<file path="src/rtl/button_event_ctrl.sv">
// Turns the debounced button level into short / long / auto-repeat event pulses.
// All outputs are registered; a db_sig sample at edge k shows up right after edge k.
module button_event_ctrl #(
   parameter int unsigned LONG_CYCLES   = 8,
   parameter int unsigned REPEAT_CYCLES = 4,
   parameter int unsigned CNT_W         = 4
) (
   input  logic       clk,
   input  logic       reset,
   input  logic       db_sig,
   output logic       short_pulse,
   output logic       long_pulse,
   output logic       repeat_pulse,
   output logic       held,
   output logic [7:0] press_count
);

   typedef enum logic [1:0] {
      ARM     = 2'b00,
      IDLE    = 2'b01,
      PRESSED = 2'b10,
      REPEAT  = 2'b11
   } state_t;

   localparam logic [CNT_W-1:0] LONG_LAST   = CNT_W'(LONG_CYCLES - 1);
   localparam logic [CNT_W-1:0] REPEAT_LAST = CNT_W'(REPEAT_CYCLES - 1);

   state_t           state, state_nx;
   logic [CNT_W-1:0] cnt, cnt_nx;
   logic             short_nx, long_nx, repeat_nx, held_nx;
   logic [7:0]       press_count_nx;

   always_ff @(posedge clk) begin
      if (reset) begin
         state        <= ARM;
         cnt          <= '0;
         short_pulse  <= 1'b0;
         long_pulse   <= 1'b0;
         repeat_pulse <= 1'b0;
         held         <= 1'b0;
         press_count  <= '0;
      end else begin
         state        <= state_nx;
         cnt          <= cnt_nx;
         short_pulse  <= short_nx;
         long_pulse   <= long_nx;
         repeat_pulse <= repeat_nx;
         held         <= held_nx;
         press_count  <= press_count_nx;
      end
   end

   always_comb begin
      state_nx       = state;
      cnt_nx         = cnt;
      short_nx       = 1'b0;
      long_nx        = 1'b0;
      repeat_nx      = 1'b0;
      press_count_nx = press_count;

      case (state)
         // A button held through reset must be released once before it counts.
         ARM: begin
            if (!db_sig) state_nx = IDLE;
         end
         IDLE: begin
            if (db_sig) begin
               state_nx = PRESSED;
               cnt_nx   = '0;
            end
         end
         PRESSED: begin
            // Release wins over the limit compare: a release on the limit edge is still short.
            if (!db_sig) begin
               state_nx       = IDLE;
               short_nx       = 1'b1;
               press_count_nx = press_count + 8'd1;
            end else if (cnt == LONG_LAST) begin
               state_nx       = REPEAT;
               long_nx        = 1'b1;
               press_count_nx = press_count + 8'd1;
               cnt_nx         = '0;
            end else begin
               cnt_nx = cnt + 1'b1;
            end
         end
         REPEAT: begin
            if (!db_sig) begin
               state_nx = IDLE;
            end else if (cnt == REPEAT_LAST) begin
               repeat_nx = 1'b1;
               cnt_nx    = '0;
            end else begin
               cnt_nx = cnt + 1'b1;
            end
         end
         default: begin
            state_nx = ARM;
            cnt_nx   = '0;
         end
      endcase

      held_nx = (state_nx == PRESSED) || (state_nx == REPEAT);
   end

endmodule

</file>
<file path="config.mk">
export PLATFORM = sky130hd
export DESIGN_NAME = button_event_ctrl
export DESIGN_NICKNAME = d
export VERILOG_FILES = /design/src/rtl/button_event_ctrl.sv
export SDC_FILE = /design/constraint.sdc
export NUM_CORES = 1
export LEC_CHECK = 0
export BUFFER_PORTS_ARGS = -buffer_cell sky130_fd_sc_hd__buf_4
export CORE_ASPECT_RATIO = 0.9
export CORE_MARGIN = 5
export CORE_UTILIZATION = 45
export CTS_CLUSTER_SIZE = 28
export DETAILED_ROUTE_END_ITERATION = 7
export PLACE_DENSITY = 0.66
export SETUP_SLACK_MARGIN = 0.05
export SYNTH_ARGS = -nofsm -noshare
export SYNTH_HDL_FRONTEND = slang
export SYNTH_SLANG_ARGS = --single-unit
</file>
<file path="constraint.sdc">
create_clock -name clk -period 4 [get_ports clk]
set_input_delay 1 -clock clk [delete_from_list [all_inputs] [get_ports clk]]
set_output_delay 1 -clock clk [all_outputs]
set_load 0.03 [all_outputs]
</file>
# == Word-level counts from Yosys, hierarchy flattened ==
# Cells that the tools add are included.
# classes
eq_ne,11
addsub,2
bitwise_logic,3
reduce_logical,9
mux,16
# op_table
op,n
two-way mux 4 bit,5
two-way mux 8 bit,2
one-hot mux 4 bit (3 select lines),1
adder 8 x 1 -> 8 bit (second input constant),1
equality test 2 bit (second input constant),4
two-way mux 2 bit,4
inequality test 2 bit (second input constant),3
one-hot mux 2 bit (3 select lines),1
OR reduction 3 bit,2
adder 4 x 1 -> 4 bit (second input constant),1
equality test 4 x 2 -> 1 bit (second input constant),1
equality test 4 x 3 -> 1 bit (second input constant),1
AND reduction 4 bit,1
OR reduction 2 bit,2
two-way mux 1 bit,3
NOT 1 bit,3
nonzero test 3 bit,1
equality test 2 x 1 -> 1 bit (second input constant),1
zero test 2 bit,1
inequality test 2 x 1 -> 1 bit (second input constant),1
AND reduction 2 bit,1
logical OR 1 bit,1
# word_totals
output_inout_bits,12
reg_bits,18
word_cells,48

# == Logic depth before layout (Yosys ltp) ==
# Gate-level depths: netlist (run 1).
# depth
depth_word,6
ltp_mapped,7
depth_no_buf,6

# == Worst setup path before layout (run 1) ==
# Ideal clock, no wire load.
# synth_path
path_kind,input port to flip-flop
from,input port db_sig
to,register press_count[2]
path_slack_ns,2.303
stages,4
arrival_ns,1.569
n_path_buf,1
setup_time_ns,0.128
path_cell_list,buf_2 -> a211oi_1 -> xnor2_1 -> nor2_1
# synth_between
elab_chain_len,2
word_cells_on_any_way,3
cone_classes,1 x eq/ne; 1 x mux; 1 x reduce/logical
# synth_rtl
item,line,rtl
from (decl),10,"input logic db_sig,"
inequality test 2 x 1 -> 1 bit (no source line),--,
AND reduction 2 bit (no source line),--,
to (signal assigned),49,press_count <= press_count_nx;
to (decl),15,output logic [7:0] press_count
# Parallel ways exist; a longest one is shown, timed or not.
# A chain may end at the register's enable or synchronous reset.

# == Worst setup path in the final report (run 1) ==
# layout_path
from,register press_count[2]
to,output port press_count[2]
# No word-level cell between the ends.

==> results of run 1 <==
-- worst paths after layout --
kind                                                   from                   to  depth (start not counted)
worst max-delay path            press_count[2]$_SDFFE_PP0P_       press_count[2]                          1
worst min-delay path                    cnt[0]$_SDFFE_PP0P_  cnt[0]$_SDFFE_PP0P_                          2
worst max register to register          state[0]$_SDFF_PP0_  cnt[3]$_SDFFE_PP0P_                          6
worst min register to register          cnt[0]$_SDFFE_PP0P_  cnt[0]$_SDFFE_PP0P_                          2
-- through the flow --
step	hold WS, ps	setup WS (ps)	cells	util, %
floorplan	461.6	2303	100	-
global route	531.5	1993	139	53.67
CTS	501.5	2047	139	53.67
global placement	484.7	2163	135	52.19
detailed placement	487.9	2131	135	52.19
finish	507.3	2058	139	53.67
-- tightest hold or removal path, cell delays in order (launching register included) --
cell and delay, ps:
dfxtp_1 350, nand2_1 70, a21oi_1 50
-- state kept, by name (all words and copies together) (netlist names) --
name and count:
repeat_pulse 1, press_count 8, cnt 4, long_pulse 1
held 1, short_pulse 1, state 1
-- per-layer routing --
layer	track usage, %	part of all wire, %	vias to the layer above
met3	5.556	5.1	4
met2	20.28	46	18
met1	13.66	48	326
met5	0	0	-
met4	3.557	1.2	0
li1	-	-	377
-- power by group through the flow --
| stage | registers [mW] | logic (mW) | clock network, mW |
|---|---|---|---|
| floorplan | 0.182 | 0.0250 | 0 |
| global placement | 0.180 | 0.0344 | 0 |
| detailed placement | 0.180 | 0.0349 | 0 |
| CTS | 0.176 | 0.0352 | 0.0978 |
| global route | 0.177 | 0.0399 | 0.107 |
| finish | 0.176 | 0.0350 | 0.0927 |
-- cell usage in the layout (no fill, tap or decap) --
master,n
nand2_1,5
o31ai_1,1
a22o_1,1
nor2b_1,1
nand3b_4,1
dfxtp_1,17
inv_1,4
xnor2_1,6
a21oi_1,11
o22ai_1,1
a31o_2,1
or2_2,1
ha_1,6
or3_1,1
nor2_1,18
clkbuf_4,3
nand3_1,2
a211oi_1,3
a32oi_1,1
nand2b_1,2
nor3_1,3
o21ai_0,2
mux2i_1,2
a31oi_1,1
nand4_1,3
buf_4,14
nand3b_1,2
clkinv_2,1
-- layout make-up --
| cell class | count | area, µm² | area share, % |
|---|---|---|---|
| repair buffers | 14 | 105.1 | 10.54 |
| well taps | 25 | 31.28 | 3.137 |
| flip-flops and latches | 17 | 340.3 | 34.13 |
| clock inverters | 1 | 5.005 | 0.5019 |
| clock buffers | 3 | 22.52 | 2.258 |
| multi-input cells | 75 | 478.0 | 47.93 |
| inverters | 4 | 15.01 | 1.506 |
-- cell families after synthesis --
family                   after synthesis
XOR/XNOR                               6
buffers and inverters                  8
AND/OR/NAND/NOR                       39
AO/OA/AOI/OAI                         22
adder cells (fa/ha/maj)                6
flip-flops                            17
multiplexers                           2
==> results.ini, run 1 <==
[cts]
cts.sinks=17
cts_root_buf=clkbuf_4
clkTransAtPathRegs_ps=110
cts_buffer_depth=2
cts_buffers=3
cts_tree=done
cts.repair.resized=0
clk_latency_ps=300
post_cts_buffers=0
cts_hold_buf=0
cts_max_level=1

[job]
drv_cap=0

[status]
outcome=complete, no violations

[floorplanning]
ios=15
fp.dieH_um=51.31
start_util_pct=45.93
die_x_um=55.90
num_rows=15
die_area_mm2=0.002868
coreArea_mm2=0.001858

[pwr]
clock_power_share_pct=30.5
internal_power_uw=222.9
p_leak_nw=0.4189
seqPwrFrac_pct=58.0
swShare_pct=26.67
total_power_uw=304.0
powerDensity_mw_per_mm2=304.8
ir_drop_uv=262.7
p_switching_uw=81.07
power_frac_comb_pct=11.5

[setup_path]
cpMaxStageDelayCell=dfxtp_1
critPathMaxFanout=5
r2r_slack_ps=2270
cp_num_buf_inv=1
critPathMaxStageDelay_ps=440
cp-end-kind=output port
required_ps=3000
crit_type=reg2out
startpoint_type=flip-flop
arrival_ps=940
cpLargestDelayFamily=flip-flops
path_cells=buf_4

[global_route]
antenna_found_initial=0
grt-ovfl-total=0
grt_pass1_vias=658
grt_first_pass_wirelength_um=2718
grt_max_degree=18
grt_use_total_pct=12.01

[place]
dp_hpwl_um=1156
port-buffer-count=14
place_area_um2=969.7
place_congestion=0.7421

[synth]
synth-seq-cells=17
synth_xor_area_share_pct=6.158
synth_edf_count=0
synth_largest_area_cell=dfxtp_1
syn_nets=109
syn_inst=100
synth-simple-area-share_pct=23.02
synth_compound_area_share_pct=15.69
ys_types=28
synth_area_leaders=dfxtp_1, ha_1, nor2_1
async_reset_ff_share_pct=0
muxShareOfSynthArea_pct=2.346
ys_seq_area_share_pct=39.88
synth.cells.most_frequent=nor2_1, dfxtp_1, a21oi_1
synth-main-ff-cell=dfxtp_1
syn_area_per_cell_um2=8.533
yosysMostFrequentCell=nor2_1
synth_top_area_share_pct=39.88
synth_top_family_by_area=simple AND/OR/NAND/NOR gates
yosys_warnings=0
yosys.area_share.adder_pct=8.798
netlist_area_um2=853.3

[timing]
period_share_pct=48.54
max_freq_ghz=0.5150
relSlewSlack_pct=68.39
setup_viol=0
hold_viol_final=0
fin_crit_ps=1942
fin_tns_setup_ps=0
final_max_slew_viol_count=0
worstMarginPinSlew_ps=470.1
rsz0062_at_grt=false
clock_skew_ps=9.359

[layout]
area_delta_synth_final_pct=16.86
drive_above_1_share_pct=18.42
fin_area_um2=997.2
diodes=0
fillCellCount=186
nets=124

[route]
routedWlPerCell_um=12.04
vias=725
vias_per_cell=5.216
finalWirelength_um=1673
ant_nets=0
dr.pass1.iters=4
drt_iter0_markers=9
drc=0

[min_path]
holdCritPathClass=reg2reg

No activity file was read; power rests on OpenSTA's default activity.
==> inputs of run 2 (changes only) <==
--- a/config.mk
+++ b/config.mk
@@ -5,6 +5,7 @@
 export SDC_FILE = /design/constraint.sdc
 export NUM_CORES = 1
 export LEC_CHECK = 0
+export ABC_AREA = 1
 export BUFFER_PORTS_ARGS = -buffer_cell sky130_fd_sc_hd__buf_4
 export CORE_ASPECT_RATIO = 0.9
 export CORE_MARGIN = 5
==> constraint.sdc (replaced) <==
create_clock -name clk -period 2 [get_ports clk]
set_input_delay 0.5 -clock clk [delete_from_list [all_inputs] [get_ports clk]]
set_output_delay 0.5 -clock clk [all_outputs]
set_load 0.03 [all_outputs]
==> run 2 against run 1 <==
Global-route usage is 1.2 points higher; critical path depth rose by 6; via count up 8.3%; register-to-register slack got worse by 1700 ps; sequential power rose by 100%; flip-flop and latch count unchanged; count of clock-buffer cells in the layout stayed put; area after synthesis increased by 4.4%.
==> results.ini, run 2 <==
[status]
outcome=complete, no violations  ; unchanged

[synth]
synth_edf_count=0  ; unchanged
syn_nets=134  ; was 109
synth_largest_area_cell=dfxtp_1  ; unchanged
syn_area_per_cell_um2=7.127  ; was 8.533 µm²
synth_xor_area_share_pct=2.949  ; was 6.158%
muxShareOfSynthArea_pct=0  ; was 2.346%
synth_area_leaders=dfxtp_1, nand2_1, ha_1  ; was dfxtp_1, ha_1, nor2_1
synth_top_family_by_area=simple AND/OR/NAND/NOR gates  ; unchanged
syn_inst=125  ; was 100
synth-main-ff-cell=dfxtp_1  ; unchanged
synth-seq-cells=17  ; unchanged
ys_seq_area_share_pct=38.20  ; was 39.88%
ys_types=19  ; was 28
netlist_area_um2=890.9  ; was 853.3 µm²
synth_compound_area_share_pct=8.848  ; was 15.69%
yosysMostFrequentCell=nand2_1  ; was nor2_1
synth_top_area_share_pct=38.20  ; was 39.88%
yosys_warnings=0  ; unchanged
yosys.area_share.adder_pct=8.427  ; was 8.798%
async_reset_ff_share_pct=0  ; unchanged
synth-simple-area-share_pct=30.62  ; was 23.02%
synth.cells.most_frequent=nand2_1, inv_1, dfxtp_1, nor2_1, nand3_1  ; was nor2_1, dfxtp_1, a21oi_1

[route]
drc=0  ; unchanged
vias_per_cell=4.758  ; was 5.216
ant_nets=0  ; unchanged
finalWirelength_um=1818  ; was 1673 µm
dr.pass1.iters=4  ; unchanged
vias=785  ; was 725
routedWlPerCell_um=11.02  ; was 12.04 µm
drt_iter0_markers=16  ; was 9

[floorplanning]
die_area_mm2=0.002971  ; was 0.002868 mm²
num_rows=15  ; unchanged
fp.dieH_um=52.21  ; was 51.31 µm
die_x_um=56.90  ; was 55.90 µm
ios=15  ; unchanged
start_util_pct=47.00  ; was 45.93%
coreArea_mm2=0.001896  ; was 0.001858 mm²

[pwr]
ir_drop_uv=491.5  ; was 262.7 µV
powerDensity_mw_per_mm2=597.3  ; was 304.8 mW/mm²
p_leak_nw=0.4948  ; was 0.4189 nW

[cts]
cts_max_level=1  ; unchanged
cts.repair.resized=0  ; unchanged
cts_root_buf=clkbuf_4  ; unchanged
cts_buffers=3  ; unchanged
clk_latency_ps=290  ; was 300 ps
cts.sinks=17  ; unchanged
clkTransAtPathRegs_ps=110  ; about the same
cts_buffer_depth=2  ; unchanged
cts_hold_buf=0  ; unchanged
post_cts_buffers=0  ; unchanged
cts_tree=done  ; unchanged

[timing]
final_max_slew_viol_count=0  ; unchanged
hold_viol_final=0  ; unchanged
fin_crit_ps=1460
period_share_pct=73.01
rsz0062_at_grt=false  ; unchanged
relSlewSlack_pct=76.16  ; was 68.39%
clock_skew_ps=6.742  ; was 9.359 ps
setup_viol=0  ; unchanged
fin_tns_setup_ps=0  ; unchanged
max_freq_ghz=0.6848
worstMarginPinSlew_ps=357.2  ; was 470.1 ps

[place]
place_inst=161  ; was 135
dp_hpwl_um=1363  ; was 1156 µm
place_congestion=0.8803  ; was 0.7421
port-buffer-count=14  ; unchanged

[layout]
area_delta_synth_final_pct=15.03  ; was 16.86%
nets=150  ; was 124
largest_reg_flops=8  ; unchanged
mostFrequentLayoutCells=nand2_1, inv_1, nor2_1, dfxtp_1, buf_4  ; was nor2_1, dfxtp_1, buf_4
fin_cells=165  ; was 139
diodes=0  ; unchanged
reg_top3=press_count x8, cnt x4  ; unchanged
final_core_util_pct=54.06  ; was 53.67%
final_common_cell=nand2_1  ; was nor2_1
largest-register=press_count  ; unchanged
drive_above_1_share_pct=14.29  ; was 18.42%

[global_route]
grt_use_total_pct=13.24  ; was 12.01%
antenna_found_initial=0  ; unchanged
grt_pass1_vias=673  ; was 658
grt-ovfl-total=0  ; unchanged
grt_first_pass_wirelength_um=3029  ; was 2718 µm
grt_max_degree=15  ; was 18

[setup_path]
startpoint_type=flip-flop  ; unchanged
crit_type=reg2reg  ; was reg2out
cp-end-kind=flip-flop  ; was output port
critPathMaxFanout=14  ; was 5
arrival_ps=1660  ; was 940 ps
critPathLaunch=state[0]$_SDFF_PP0_  ; was press_count[2]$_SDFFE_PP0P_
required_ps=2200  ; was 3000 ps
reg2reg_from=state[0]$_SDFF_PP0_  ; unchanged

[min_path]
hold_start=reset  ; was cnt[0]$_SDFFE_PP0P_
holdCritPathClass=in2reg  ; was reg2reg

[job]
drv_cap=0  ; unchanged

==> run 2: cell count changes after synthesis, sizes merged, moves of 2 or more <==
cell    delta
a211oi     -3
a21oi      -3
clkbuf     -2
inv       +14
mux2i      -2
nand2     +24
nand2b     -2
nand3      +9
nand3b     -2
o21ai      +3
xnor2      -6
xor2       +3
==> run 2: critical path: stages (launching register included) <==
cell     delay (ps)
dfxtp_1         350
inv_1            90
ha_1            220
nand4_2         180
nand2_2         250
inv_1           110
nor2_1          110
nor2_1           50
==> run 2: metal layers <==
layer	global-route usage [%]	share of wire [%]	vias to the layer above
li1	-	-	428
met1	17.92	51	344
met2	19.39	43	11
met3	5.419	4.5	2
met4	3.475	0.94	0
met5	0	0	-
==> run 2: layout make-up <==
class,count,area (µm²)
fill,205,870.8
multi-input combinational,87,452.9
sequential,17,340.3
timing repair buffer,14,105.1
inverter,18,67.56
tap,25,31.28
clock buffer,3,22.52
clock inverter,1,5.005
==> run 2: cell families after synthesis <==
family | count (synthesis)
xor gates and xnor gates | 3
adders and majority gates | 6
DFF | 17
buffers and inverters | 21
and+or+nand+nor | 63
AOI/OAI and AO/OA | 15
==> run 2: path summary, 6_finish.rpt <==
kind / to / slack (ps) / cells after the start
max: press_count[1]$_SDFFE_PP0P_ / 540 / 7
min: press_count[3]$_SDFFE_PP0P_ / 400 / 2
max reg2reg: press_count[1]$_SDFFE_PP0P_ / 540 / 7
min reg2reg: cnt[1]$_SDFFE_PP0P_ / 510 / 2
==> run 2: metrics by stage <==
| step | power [mW] | instance area (µm²) | hold WS [ps] | setup WS (ps) |
|---|---|---|---|---|
| after detailed placement | 0.4323 | 997.2 | 492.3 | 557.2 |
| final | 0.6121 | 1025 | 396.4 | 539.7 |
| after global routing | 0.6541 | 1025 | 373.2 | 351.0 |
| after global placement | 0.4317 | 997.2 | 486.0 | 618.2 |
| after CTS | 0.6206 | 1025 | 384.3 | 534.0 |
| after floorplan | 0.4177 | 890.9 | 465.4 | 525.8 |
==> run 2: power breakdown <==
part           leakage, nW  internal, mW  total [mW]  switching [mW]
clock               0.0177        0.0743       0.188           0.113
sequential           0.137         0.346       0.352         0.00653
combinational        0.340        0.0264      0.0718          0.0454
total                0.495         0.447       0.612           0.165
